## src/rtl/data_memory_ctrl.sv

```systemverilog
// Data memory for the 8-bit datapath: one write and one registered read per cycle.
// After reset a clear sequence zeroes every word, and busy stays high until that sequence ends.
module data_memory_ctrl #(
  parameter int unsigned DATA_W = 8,
  parameter int unsigned ADDR_W = 8,
  parameter int unsigned DEPTH  = 32
) (
  input  logic              clk,
  input  logic              rst,
  input  logic              wr_en,
  input  logic [ADDR_W-1:0] wr_addr,
  input  logic [DATA_W-1:0] wr_data,
  input  logic              rd_en,
  input  logic [ADDR_W-1:0] rd_addr,
  output logic [DATA_W-1:0] rd_data,
  output logic              rd_valid,
  output logic              busy,
  output logic              addr_err
);

  localparam int unsigned PtrW = $clog2(DEPTH);

  typedef enum logic [0:0] {StClear, StReady} state_e;

  state_e              state_q, state_d;
  logic [PtrW-1:0]     ptr_q, ptr_d;
  logic [DATA_W-1:0]   rd_data_q, rd_data_d;
  logic                rd_valid_q, rd_valid_d;
  logic                addr_err_q, addr_err_d;

  logic [DATA_W-1:0]   mem [DEPTH];
  logic                mem_we;
  logic [PtrW-1:0]     mem_waddr;
  logic [DATA_W-1:0]   mem_wdata;

  logic                wr_in, rd_in, wr_ok;
  logic [PtrW-1:0]     wr_idx, rd_idx;

  // Full-width unsigned compare, so high addresses never alias onto low words.
  assign wr_in  = 32'(wr_addr) < DEPTH;
  assign rd_in  = 32'(rd_addr) < DEPTH;
  assign wr_idx = wr_addr[PtrW-1:0];
  assign rd_idx = rd_addr[PtrW-1:0];
  assign wr_ok  = wr_en && wr_in;

  always_comb begin
    state_d    = state_q;
    ptr_d      = ptr_q;
    rd_data_d  = rd_data_q;
    rd_valid_d = 1'b0;
    addr_err_d = 1'b0;
    mem_we     = 1'b0;
    mem_waddr  = ptr_q;
    mem_wdata  = '0;
    unique case (state_q)
      StClear: begin
        mem_we    = 1'b1;
        rd_data_d = '0;
        if (ptr_q == PtrW'(DEPTH - 1)) begin
          ptr_d   = '0;
          state_d = StReady;
        end else begin
          ptr_d = ptr_q + 1'b1;
        end
      end
      StReady: begin
        mem_we     = wr_ok;
        mem_waddr  = wr_idx;
        mem_wdata  = wr_data;
        addr_err_d = (wr_en && !wr_in) || (rd_en && !rd_in);
        if (rd_en) begin
          rd_valid_d = 1'b1;
          if (!rd_in) begin
            rd_data_d = '0;
          end else if (wr_ok && (wr_addr == rd_addr)) begin
            rd_data_d = wr_data;  // write-first bypass
          end else begin
            rd_data_d = mem[rd_idx];
          end
        end
      end
      default: state_d = StClear;
    endcase
  end

  always_ff @(posedge clk or posedge rst) begin
    if (rst) begin
      state_q    <= StClear;
      ptr_q      <= '0;
      rd_data_q  <= '0;
      rd_valid_q <= 1'b0;
      addr_err_q <= 1'b0;
    end else begin
      state_q    <= state_d;
      ptr_q      <= ptr_d;
      rd_data_q  <= rd_data_d;
      rd_valid_q <= rd_valid_d;
      addr_err_q <= addr_err_d;
    end
  end

  // Array has no reset; the clear state zeroes it.
  always_ff @(posedge clk) begin
    if (mem_we) begin
      mem[mem_waddr] <= mem_wdata;
    end
  end

  assign rd_data  = rd_data_q;
  assign rd_valid = rd_valid_q;
  assign addr_err = addr_err_q;
  assign busy     = (state_q == StClear);

endmodule

```

## config.mk

```make
export PLATFORM = sky130hd
export DESIGN_NAME = data_memory_ctrl
export DESIGN_NICKNAME = d
export VERILOG_FILES = /design/src/rtl/data_memory_ctrl.sv
export SDC_FILE = /design/constraint.sdc
export NUM_CORES = 1
export LEC_CHECK = 0
export CORE_MARGIN = 2
export CORE_UTILIZATION = 60
export DETAILED_ROUTE_END_ITERATION = 10
export GPL_TIMING_DRIVEN = 0
export HOLD_SLACK_MARGIN = 0.15
export PLACE_DENSITY = 0.8
export SLEW_MARGIN = 20
export SYNTH_ARGS = -nofsm -noshare
export SYNTH_HDL_FRONTEND = slang
export SYNTH_SLANG_ARGS = --single-unit
```

## constraint.sdc

```tcl
create_clock -name clk -period 2.6 [get_ports clk]
set_clock_uncertainty 0.1 [all_clocks]
set_input_delay 0.78 -clock clk [delete_from_list [all_inputs] [get_ports clk]]
set_output_delay 0.78 -clock clk [all_outputs]
set_load 0.005 [all_outputs]
```

==> impl_metrics.py <==
metrics = {
    "run_status": {
        "status": "finished, violations left",
        "violations": "setup timing",
    },
    "logic_synthesis": {
        "synth_top_area_share_pct": 71.3,
        "syn-mean-instance-area_sq_um": 21.4,
        "ys_seq_area_share_pct": 75.0,
        "synth_edf_count": 256,
        "synth.top_cells.by_area": "edfxtp_1, mux4_2, dfrtp_1, nor2_1, mux2i_1",
        "yosys.area.top_type": "edfxtp_1",
        "synthesis.area_sq_mm": 0.0108,
        "synthFlopType": "edfxtp_1",
        "synth_cell_type_count": 35,
        "synth_cells": 503,
        "syn_nets": 533,
        "ys_warn_count": 0,
        "ys_ff_latch": 272,
        "async_flop_share_pct": 5.88,
    },
    "global_routing": {
        "grt_pass1_vias": 5754,
        "grt_pass1_wl_microns": 37700,
        "grt_antenna_before_repair": 0,
        "grt_use_total_pct": 26.7,
        "grt_max_degree": 33,
        "gr-total-overflow": 0,
    },
    "power_and_ir_drop": {
        "powerDensity_mw_per_mm2": 717,
        "total_power_mw": 9.17,
        "peakVddDrop_uv": 535,
        "p_leak_nw": 4.05,
    },
    "detailed_routing": {
        "dr_wl_met3_microns": 2510,
        "wl_microns": 24900,
        "viasPerCell": 6.81,
        "met2WireLength_microns": 12000,
        "firstDrtPassIters": 5,
        "vias": 5641,
        "ant_nets": 0,
        "wl_per_cell_microns": 30.1,
        "wl_met1_microns": 9480,
        "drc_errors": 0,
        "drt_first_iter_violations": 735,
        "highest_layer": "met4",
    },
    "die": {
        "placementRows": 49,
        "ioPinCount": 39,
        "coreArea_sq_mm": 0.0178,
        "start_util_pct": 60.6,
        "die_area_sq_mm": 0.0191,
        "die_height_microns": 138,
        "die_w_microns": 138,
    },
    "layout": {
        "finish.utilization_pct": 72.0,
        "drive_gt1_share_pct": 34.6,
        "final_nets": 610,
        "area_delta_synth_final_pct": 18.7,
        "n_antenna_cell": 0,
    },
    "timing": {
        "whs_ps": 442,
        "slew_violations": 0,
        "clock.fmax_mhz": 380,
        "worst_pin_slew_ps": 784,
        "rsz0062_at_grt": "false",
        "period_minus_slack_ps": 2630,
        "relSlewSlack_pct": 47.3,
        "timing.final.ws_setup_ps": -30.5,
        "min_period_over_period_pct": 101,
        "setup-violations-final": 22,
        "hold_violations": 0,
    },
    "critical_path": {
        "critPathMaxFanout": 8,
        "cp-start-kind": "input pin",
        "crit_type": "input pin to flop",
        "cp_data_arrival_time_ps": 2770,
        "end_kind": "flop",
        "timing.critical_path.required_ps": 2740,
    },
    "placement": {
        "pre_cts_slack_ps": -1110,
        "hpwl_microns": 14200,
        "place_congestion": 0.862,
        "io_buffers": 33,
    },
    "clock_tree": {
        "clk_latency_ps": 540,
        "numCtsBuffers": 26,
        "root_buffer": "clkbuf_16",
        "htreeDepth": 1,
        "clockBufferDepth": 3,
        "cts_sinks": 272,
        "cts_tree": "yes",
        "clk_pin_slew_worst_paths_ps": 60,
    },
    "worst_hold_path": {
        "min-delay-path-class": "flop to flop",
    },
    "flow_run": {
        "maxCapViolations": 0,
    },
}
cells in the mapped netlist (2+ instances only):
library cell and number:
clkbuf_1 10, mux2_1 2, and2_1 9, mux4_2 80
nand2b_1 2, nor2_1 36, nand3_1 4, inv_1 5
mux2i_1 11, a22oi_1 8, nand4_1 2, nor2b_1 2
buf_4 5, edfxtp_1 256, a31oi_1 2, buf_2 5
xnor2_1 8, dfrtp_1 16, o21ai_1 8, o31ai_1 2
o21ai_0 4, a21oi_1 2, nor3_1 4, nand2_1 8
ha_1 2
metrics by stage:
step,instances,TNS (ps),area (sq um)
floorplan,503,0,10800
global placement,765,-207780,11400
detailed placement,765,-256940,11400
CTS,827,-418,12700
global route,828,0,12800
finish,828,-446,12800
worst max-delay path, stage by stage:
cell and delay (ps):
clkdlybuf4s50_1 490, mux2i_2 400, nor2b_1 320, nand2_1 370
nor2_2 210, buf_4 190
cell usage in the layout, fill, tap and decap left out, types with 3 or more instances in the layout:
cell and count:
edfxtp_1 256, mux4_2 80, clkdlybuf4s50_1 30, nor2_4 27
clkbuf_16 27, buf_4 15, dfrtp_1 15, xnor2_1 8
mux2i_1 8, a22oi_1 8, o21ai_1 8, and2_2 8
nand2_1 7, clkbuf_1 7, clkbuf_2 6, clkinv_1 6
buf_2 5, nor2_2 5, buf_12 5, nor2_1 4
o21ai_0 4, bufinv_16 4, nor3_1 3, nand3_1 3
mux2i_2 3, inv_1 3, clkinv_2 3, dlymetal6s2s_1 3
path summary, 6_finish.rpt:
check	from	end	slack (ps)	depth (start not counted)
worst max-delay path	wr_addr[4]	mem[12][3]	-30	6
worst max register to register	state_q	mem[12][3]	170	5
worst min register to register	rd_data[7]	rd_data[7]	440	2
worst min-delay path	rd_data[7]	rd_data[7]	440	2
max in group asynchronous	rst	state_q	1400	2
min in group asynchronous	rst	state_q	540	2
cells by family (layout without fill, tap and decap cells):
kind of cell	after synthesis	in the layout	synth area share, %
and+or+nand+nor	72	72	3.15
muxes	94	94	18.1
AOI/OAI and AO/OA	28	28	1.64
buffers and inverters	27	123	1.24
DFF	272	272	75.0
adders and majority gates	2	2	0.232
xor gates and xnor gates	8	8	0.650
registers in the layout (all words and copies together), names as in the netlist:
signal	count
addr_err	1
mem	256
ptr_q	5
rd_data	8
rd_valid	1
state_q	1
power by group:
part / total [mW] / switching, mW / internal (mW)
logic: 0.504 / 0.291 / 0.213
clock network: 3.87 / 1.58 / 2.29
registers: 4.80 / 0.00455 / 4.80
per-layer routing:
| metal | up-vias | track usage, % |
|---|---|---|
| met5 | - | 0 |
| met4 | 0 | 8.43 |
| met3 | 63 | 5.68 |
| met2 | 394 | 42.7 |
| met1 | 2937 | 38.1 |
| li1 | 2247 | - |
cell type report:
type / count / area (sq um)
flip-flops and latches: 272 / 8090
fillers: 954 / 4990
multi-input cells: 204 / 2870
clock buffers: 30 / 687
repair buffers: 49 / 524
well taps: 229 / 287
clock inverters: 17 / 190
plain buffers: 22 / 123
inverters: 5 / 21.3
timing repair:
item	CTS	global route
hold buffers	0	0
gates resized for setup	76	22
setup endpoints to repair	486	265
pin swaps	12	8
setup buffers	15	1
gates cloned	0	0
No activity file was read; power rests on OpenSTA's default activity.
